<file path="config.mk">
export PLATFORM = sky130hd
export DESIGN_NAME = seg_scan_decoder
export DESIGN_NICKNAME = d
export VERILOG_FILES = /design/src/rtl/seg_scan_decoder.sv
export SDC_FILE = /design/constraint.sdc
export NUM_CORES = 1
export LEC_CHECK = 0
export BUFFER_PORTS_ARGS = -buffer_cell sky130_fd_sc_hd__buf_2
export CORE_ASPECT_RATIO = 1.4
export CORE_MARGIN = 2
export CORE_UTILIZATION = 45
export CTS_CLUSTER_DIAMETER = 200
export DETAILED_ROUTE_END_ITERATION = 16
export MAX_ROUTING_LAYER = met4
export SLEW_MARGIN = 10
export SYNTH_ARGS = -nofsm -noshare
export SYNTH_HDL_FRONTEND = slang
export SYNTH_SLANG_ARGS = --single-unit
</file>
<file path="constraint.sdc">
create_clock -name clk -period 5.9 [get_ports clk]
set_clock_uncertainty 0.1 [all_clocks]
set_input_delay 1.18 -clock clk [delete_from_list [all_inputs] [get_ports clk]]
set_output_delay 1.18 -clock clk [all_outputs]
set_load 0.02 [all_outputs]
</file>
<file path="src/rtl/seg_scan_decoder.sv">
`default_nettype none
// ============================================================================
// Module   : seg_scan_decoder
// Brief    : Rebuilds the eight hex digits shown on a multiplexed 7-segment
//            bus by watching anode select and cathode lines.
// Revision : 1.0 - initial release
// ============================================================================
module seg_scan_decoder #(
    parameter int STABLE_CYCLES  = 4,
    parameter int TIMEOUT_CYCLES = 100000
) (
    input  logic        clk,
    input  logic        rst,
    input  logic [6:0]  seg_n,
    input  logic        dp_n,
    input  logic [7:0]  an,
    output logic [31:0] digits,
    output logic [7:0]  digit_valid,
    output logic [7:0]  dp_seen,
    output logic        upd,
    output logic [2:0]  upd_idx,
    output logic        seg_err,
    output logic        an_err,
    output logic        frame_done
);

    localparam int c_stab_w = $clog2(STABLE_CYCLES + 1);
    localparam int c_age_w  = $clog2(TIMEOUT_CYCLES + 1);
    localparam logic [c_age_w-1:0] c_age_max = c_age_w'(TIMEOUT_CYCLES);

    localparam logic [1:0] c_st_idle    = 2'd0;
    localparam logic [1:0] c_st_settle  = 2'd1;
    localparam logic [1:0] c_st_capture = 2'd2;
    localparam logic [1:0] c_st_hold    = 2'd3;

    logic [7:0]          r_s_an;
    logic [6:0]          r_s_seg;
    logic                r_s_dp;
    logic [7:0]          r_ref_an;
    logic [6:0]          r_ref_seg;
    logic                r_ref_dp;
    logic [1:0]          r_state;
    logic [c_stab_w-1:0] r_stab_cnt;
    logic [7:0]          r_mask;

    logic       w_onehot;
    logic       w_multi;
    logic       w_match;
    logic       w_start;
    logic       w_stab_done;
    logic       w_enter_cap;
    logic [2:0] w_idx;
    logic [3:0] w_nib;
    logic       w_code_ok;
    logic [7:0] w_mask_next;
    logic       w_wr_en;
    logic       w_inv_en;

    // Returns {decodable, nibble} for an active-low cathode pattern.
    function automatic logic [4:0] hex_decode(input logic [6:0] code);
        logic [4:0] res;
        case (code)
            7'h01:   res = {1'b1, 4'h0};
            7'h4F:   res = {1'b1, 4'h1};
            7'h12:   res = {1'b1, 4'h2};
            7'h06:   res = {1'b1, 4'h3};
            7'h4C:   res = {1'b1, 4'h4};
            7'h24:   res = {1'b1, 4'h5};
            7'h20:   res = {1'b1, 4'h6};
            7'h0F:   res = {1'b1, 4'h7};
            7'h00:   res = {1'b1, 4'h8};
            7'h04:   res = {1'b1, 4'h9};
            7'h08:   res = {1'b1, 4'hA};
            7'h60:   res = {1'b1, 4'hB};
            7'h31:   res = {1'b1, 4'hC};
            7'h42:   res = {1'b1, 4'hD};
            7'h30:   res = {1'b1, 4'hE};
            7'h38:   res = {1'b1, 4'hF};
            default: res = 5'd0;
        endcase
        return res;
    endfunction

    assign w_onehot = (r_s_an != 8'd0) && ((r_s_an & (r_s_an - 8'd1)) == 8'd0);
    assign w_multi  = (r_s_an != 8'd0) && !w_onehot;
    assign w_match  = ({r_s_an, r_s_seg, r_s_dp} == {r_ref_an, r_ref_seg, r_ref_dp});
    assign {w_code_ok, w_nib} = hex_decode(r_s_seg);

    // On every path into CAPTURE the live sample equals the reference,
    // so the write side decodes the sample directly.
    always_comb begin
        w_idx = 3'd0;
        for (int i = 0; i < 8; i++) begin
            if (r_s_an[i]) w_idx = 3'(i);
        end
    end

    always_comb begin
        w_start     = 1'b0;
        w_stab_done = 1'b0;
        case (r_state)
            c_st_idle:   w_start = w_onehot;
            c_st_settle: begin
                if (w_match) w_stab_done = (int'(r_stab_cnt) + 1 >= STABLE_CYCLES);
                else         w_start     = w_onehot;
            end
            c_st_hold:   w_start = !w_match && w_onehot;
            default:     w_start = 1'b0;
        endcase
        w_enter_cap = w_stab_done || (w_start && (STABLE_CYCLES == 1));
    end

    assign w_wr_en     = w_enter_cap && w_code_ok;
    assign w_inv_en    = w_enter_cap && !w_code_ok;
    assign w_mask_next = r_mask | (8'd1 << w_idx);

    always_ff @(posedge clk) begin
        if (rst) begin
            r_s_an     <= 8'd0;
            r_s_seg    <= 7'd0;
            r_s_dp     <= 1'b0;
            r_ref_an   <= 8'd0;
            r_ref_seg  <= 7'd0;
            r_ref_dp   <= 1'b0;
            r_state    <= c_st_idle;
            r_stab_cnt <= '0;
            r_mask     <= 8'd0;
            upd        <= 1'b0;
            upd_idx    <= 3'd0;
            seg_err    <= 1'b0;
            an_err     <= 1'b0;
            frame_done <= 1'b0;
        end else begin
            r_s_an     <= an;
            r_s_seg    <= seg_n;
            r_s_dp     <= dp_n;
            upd        <= 1'b0;
            seg_err    <= 1'b0;
            frame_done <= 1'b0;
            if (w_multi) an_err <= 1'b1;

            if (w_start || w_enter_cap) begin
                r_ref_an  <= r_s_an;
                r_ref_seg <= r_s_seg;
                r_ref_dp  <= r_s_dp;
            end

            if (w_enter_cap) begin
                r_state    <= c_st_capture;
                r_stab_cnt <= w_start ? c_stab_w'(1) : r_stab_cnt + c_stab_w'(1);
                upd_idx    <= w_idx;
                if (w_code_ok) begin
                    upd <= 1'b1;
                    if (w_mask_next == 8'hFF) begin
                        frame_done <= 1'b1;
                        r_mask     <= 8'd0;
                    end else begin
                        r_mask <= w_mask_next;
                    end
                end else begin
                    seg_err <= 1'b1;
                end
            end else if (w_start) begin
                r_state    <= c_st_settle;
                r_stab_cnt <= c_stab_w'(1);
            end else begin
                case (r_state)
                    c_st_idle:    r_state <= c_st_idle;
                    c_st_settle: begin
                        if (w_match) r_stab_cnt <= r_stab_cnt + c_stab_w'(1);
                        else         r_state    <= c_st_idle;
                    end
                    c_st_capture: r_state <= c_st_hold;
                    c_st_hold: begin
                        if (!w_match) r_state <= c_st_idle;
                    end
                    default:      r_state <= c_st_idle;
                endcase
            end
        end
    end

    for (genvar gi = 0; gi < 8; gi++) begin : g_digit
        logic [3:0]         r_nib;
        logic               r_valid;
        logic               r_dp;
        logic [c_age_w-1:0] r_age;
        logic               w_sel;

        assign w_sel = (w_idx == 3'(gi));

        // A capture of this digit takes priority over its own timeout.
        always_ff @(posedge clk) begin
            if (rst) begin
                r_nib   <= 4'd0;
                r_valid <= 1'b0;
                r_dp    <= 1'b0;
                r_age   <= '0;
            end else if (w_wr_en && w_sel) begin
                r_nib   <= w_nib;
                r_dp    <= ~r_s_dp;
                r_valid <= 1'b1;
                r_age   <= '0;
            end else begin
                if (r_age < c_age_max) begin
                    r_age <= r_age + 1'b1;
                    if (r_age + 1'b1 == c_age_max) r_valid <= 1'b0;
                end
                if (w_inv_en && w_sel) r_valid <= 1'b0;
            end
        end

        assign digits[4*gi +: 4] = r_nib;
        assign digit_valid[gi]   = r_valid;
        assign dp_seen[gi]       = r_dp;
    end

endmodule
`default_nettype wire

</file>
## Word-level counts from Yosys, hierarchy flattened

Index checks and enable logic that the tools add are counted.
Widths: inputs -> output; s select.

- Bits in registers: 236
- Output and inout port bits: 55

- Add/subtract/negate cells: 11
- $lt $le $gt $ge: 9
- Eq/ne operators: 37
- Shift operators: 1
- Mux-type cells: 57
- Bitwise operators: 5
- Reductions and logical operators: 70

Operator list:

| kind | count |
|---|---|
| $add 17x1->17 const B | 8 |
| $eq 17x17->1 const B | 8 |
| $lt 17x17->1 const B | 8 |
| $pmux 5 s16 | 1 |
| $reduce_bool 3->1 | 18 |
| $mux 1 | 39 |
| $eq 7x6->1 const B | 5 |
| $mux 3 | 11 |
| $eq 7x7->1 const B | 4 |
| $reduce_or 2->1 | 11 |
| $logic_and 1x1->1 | 21 |
| $reduce_and 2->1 | 10 |
| $eq 16x16->1 | 1 |
| $eq 7x3->1 const B | 2 |
| $eq 7x4->1 const B | 2 |
| $eq 3x3->1 const B | 4 |
| $and 8x8->8 | 1 |
| $eq 8x8->1 const B | 1 |
| $logic_not 8->1 | 1 |
| $mux 8 | 1 |
| $or 8x8->8 | 1 |
| $reduce_bool 8->1 | 1 |
| $shl 1x3->8 const A | 1 |
| $sub 8x1->8 const B | 1 |
| 21 further kinds | 29 |

## Longest topological paths before layout

- Depth after elaboration: 11
- Mapped depth: 11
- Mapped depth without buffers: 8

## Worst setup path after synthesis

No wires, ideal clock.

- Path type: register to register
- Start point: register r_s_an[5]
- End point: register r_ref_an[7]
- Library setup time: 0.132 ns
- Arrival time: 2.145 ns
- Data required time: 5.668 ns
- Path slack: 3.523 ns
- Stages on the path, launching flop included: 10
- Buffers on the path: 2
- Period minus slack after synthesis: 2.377 ns
- Cell sequence: dfxtp_1 > buf_2 > or4_1 > a311oi_2 > o22ai_1 > a211oi_4 > nor2_2 > buf_6 > nand2_1 > a21oi_1

- Cells in the longest elaborated chain, start to end: 7
- Elaborated cells between the ends (all ways): 13
- Classes of those cells: 1 x add/sub; 1 x eq/ne; 4 x mux; 1 x bitwise; 6 x reduce/logical

RTL lines:

| element | RTL line | text |
|---|---|---|
| from (decl) | 36 | `logic [7:0] r_s_an;` |
| from (signal assigned) | 134 | `r_s_an <= an;` |
| $sub 8x1->8 | 84 | `assign w_onehot = (r_s_an != 8'd0) && ((r_s_an & (r_s_an - 8'd1)) == 8'd0);` |
| $and 8x8->8 | 84 |  |
| $logic_not 8->1 | 84 |  |
| $logic_and 1x1->1 | 84 |  |
| $mux 1 / $logic_and 1x1->1 (equally long branches) | 104, 107 |  |
| $pmux 1 s3 | 101 | `case (r_state)` |
| $logic_or 1x1->1 * | 142 | `if (w_start \|\| w_enter_cap) begin` |
| to (signal assigned) | 143 | `r_ref_an <= r_s_an;` |
| to (decl) | 39 | `logic [7:0] r_ref_an;` |

Mark *: on every way between the ends. The rest lies on a longest branch, timed or not.
A chain may end at the register's enable or synchronous reset.

## Worst setup path after layout

- Start point: register r_s_seg[3]
- End point: register g_digit[1].r_nib[3]

- Cells in the longest elaborated chain, start to end: 5
- Elaborated cells between the ends (all ways): 22
- Classes of those cells: 16 x eq/ne; 3 x mux; 3 x reduce/logical

RTL lines:

| element | RTL line | text |
|---|---|---|
| from (decl) | 37 | `logic [6:0] r_s_seg;` |
| from (signal assigned) | 135 | `r_s_seg <= seg_n;` |
| $eq 16x16->1 | 86 | `assign w_match = ({r_s_an, r_s_seg, r_s_dp} == {r_ref_an, r_ref_seg, r_ref_dp});` |
| $mux 1 | 104 | `if (w_match) w_stab_done = (int'(r_stab_cnt) + 1 >= STABLE_CYCLES);` |
| $mux 1 | 101 |  |
| $logic_and 1x1->1 | 113 | `assign w_wr_en = w_enter_cap && w_code_ok;` |
| $logic_and 1x1->1 | 199 | `end else if (w_wr_en && w_sel) begin` |
| to (signal assigned) | 200 | `r_nib <= w_nib;` |
| to (decl) | 184 | `logic [3:0] r_nib;` |

Several ways; a longest one is shown, not always the timed one.

==> impl_metrics.csv <==
group,metric,value,unit
synthesis,ys_async_sr_fraction,0,%
cts,cts_tree,"yes",
floorplanning,num_io_pins,73,
critical_path,cp.arrival,4.17,ns
floorplanning,initial_core_util,45.7,%
cts,ctsHtreeMaxLevel,1,
layout,final_nets,1532,
critical_path,critPathTopFamily,"simple AND/OR/NAND/NOR gates",
detailed_routing,vias_per_cell,5.54,
critical_path,end_kind,"flip-flop",
critical_path,crit_buf_inv,0,
placed_design,post-place-ws,1.97,ns
detailed_routing,wl_per_cell,15.6,um
layout,drive_gt1_share,8.59,%
critical_path,cpMaxStageDelayCell,"and3_1",
power_and_ir_drop,p_per_area,256,nW/um^2
cts,cts_hold_buf,0,
power_and_ir_drop,vdd_drop_max,0.000199,V
flow_run,maxCapViolations,0,
critical_path,max_stage_delay,0.83,ns
timing,max_freq,0.256,GHz
synthesis,synth_flop_cell,"dfxtp_1",
floorplanning,coreArea,26700,sq um
detailed_routing,dr.pass1.iters,5,
layout,layout_commonest_cell,"dfxtp_1",
power_and_ir_drop,p_leak,4.90,nW
layout,most-common-layout-cells,"dfxtp_1, nor2_1, nand2_1",
placed_design,post-dp-hpwl,20900,um
grt,track_usage,21.2,%
detailed_routing,drt-total-wl,29300,um
layout,num_antenna_cells,0,
synthesis,syn_inst,1507,
critical_path,cp.required,6.16,ns
synthesis,synth-edff-count,0,
critical_path,worstPathMaxFanout,26,
cts,postCtsResizedCells,0,
cts,post_cts_buffers,0,
grt,antenna_found_initial,0,
placed_design,port-buffer-count,72,
status,status,"finished, final reports clean",
detailed_routing,drcViolationCount,0,
timing,worstMarginPinSlew,1.06,ns
floorplanning,die_w,143,um
floorplanning,die_area,28500,sq um
cts,clockBufferDepth,3,
timing,hold_violations,0,
min_path,hold_class,"reg2reg",
cts,cts_inserted_buffers,25,
synthesis,ys_seq_area_share,38.7,%
cts,clk_latency,0.52,ns
grt,grt_overflow_total,0,
synthesis,yosysTopAreaCell,"dfxtp_1",
timing,slew_headroom,29.3,%
floorplanning,fp-row-count,71,
placed_design,place_congestion,0.881,
synthesis,synth_nets,1542,
detailed_routing,vias,10400,
cts,cts.sinks,236,
timing,slew_violations,0,
synthesis,ys_warn_count,0,
synthesis,synth.top_cell.area_share,38.7,%
synthesis,synth_area,12200,sq um
timing,timing.final.crit_share,66.2,%
floorplanning,die_y,199,um
grt,grt_max_degree,60,
timing,setup_viol,0,
timing,final.setup.worst_slack,1.99,ns
critical_path,worstSetupStartpointType,"flip-flop",
synthesis,synth-seq-cells,236,
timing,rsz0062_at_grt,"no",
synthesis,syn_avg_cell_area,8.10,sq um
synthesis,yosysUniqueCellTypes,74,
critical_path,path_class,"reg2reg",
grt,grt_pass1_wl,48600,um
synthesis,netlist_top_cells_area,"dfxtp_1, nor2_1, xor2_1",
layout,syn2layout_area_growth,9.08,%
timing,setup_tns,0,ns
grt,grt_pass1_vias,9814,
detailed_routing,drt_iter0_drc,479,
timing,fin_crit,3.91,ns
detailed_routing,antenna_left,0,
cts,clk_pin_slew,0.06,ns
cts,cts_root_buf,"clkbuf_16",
critical_path,crit_path_cell_trace,"xor2_1 > nor4_1 > and2b_1 > and3_1 > nand2_1 > o21ai_2 > o22ai_1",
==> sequential cells by signal, summed over array words and instances, names as in the netlist, 2 cells and up <==
name,cells
g_digit.r_age,136
upd_idx,3
r_s_an,8
r_s_seg,7
r_ref_an,8
g_digit.r_valid,8
r_ref_seg,7
g_digit.r_nib,32
r_state,2
r_stab_cnt,3
g_digit.r_dp,8
r_mask,8
==> layout make-up <==
class	instances	area [sq um]
clock inverter	6	80.1
sequential	236	4720
fill	2615	13400
inverter	27	101
tap	365	457
clock buffer	38	734
timing repair buffer	76	390
multi-input combinational	1131	6830
==> cell usage after synthesis, drive strengths merged, types with 5 or more instances <==
master and n:
dfxtp 236, nor2 215, nand2 136, xor2 88, nand3 82, xnor2 73
clkbuf 65, o21ai 59, a21oi 58, nand4 51, buf 48, nor4 34
nor3 33, inv 27, nor2b 26, and3 24, a31oi 20, mux2i 20
ha 17, a211oi 15, nor3b 13, o21a 12, o22ai 12, and4 11
o211ai 11, nand2b 10, and2 9, or3 9, o2111ai 8, a21o 6
o31ai 6, or4 6, nand3b 5, or2 5
==> routing by layer <==
metal	track usage (%)	wire, um	up-vias
met2	37.5	14600	210
met5	-	0	-
met4	6.27	788	0
met1	24.8	12400	4892
li1	-	-	5249
met3	3.25	1470	50
==> tightest hold or removal path: cells and delay by family, from the launching register on <==
kind             cells  cell delay [ns]
DFF                  1             0.31
muxes                1             0.05
and+or+nand+nor      1             0.05
==> report_power, final <==
| part | internal, mW | switching, mW |
|---|---|---|
| Clock | 0.940 | 0.624 |
| Sequential | 1.62 | 0.0481 |
| Combinational | 0.0661 | 0.114 |
| Total | 2.63 | 0.786 |
==> logic make-up (layout without fill, tap and decap cells) <==
family | after synthesis | after routing | synth area share [%]
buffers and inverters | 140 | 147 | 5.36
and+or+nand+nor | 684 | 684 | 27.6
xor gates and xnor gates | 161 | 161 | 11.6
adders and majority gates | 17 | 17 | 1.74
AOI/OAI and AO/OA | 249 | 249 | 13.4
DFF | 236 | 236 | 38.7
muxes | 20 | 20 | 1.64
==> stage by stage <==
step                utilization, %  cells  total power [mW]  hold WS (ns)  instance area, sq um
global placement              46.8   1835              1.88         0.336                 12500
global route                  49.8   1879              3.55         0.377                 13300
detailed placement            46.8   1835              1.89         0.344                 12500
floorplan                        -   1507              1.84         0.341                 12200
finish                        49.8   1879              3.41         0.356                 13300
CTS                           49.8   1879              3.46         0.358                 13300
==> final timing paths <==
| check | start | end | slack [ns] | depth (start not counted) |
|---|---|---|---|---|
| max | r_s_seg[3] | g_digit[1].r_nib[3] | 1.99 | 7 |
| min | g_digit[1].r_nib[0] | g_digit[1].r_nib[0] | 0.36 | 2 |
| max reg2reg | r_s_seg[3] | g_digit[1].r_nib[3] | 1.99 | 7 |
| min reg2reg | g_digit[1].r_nib[0] | g_digit[1].r_nib[0] | 0.36 | 2 |
No activity file was read; power rests on OpenSTA's default activity.
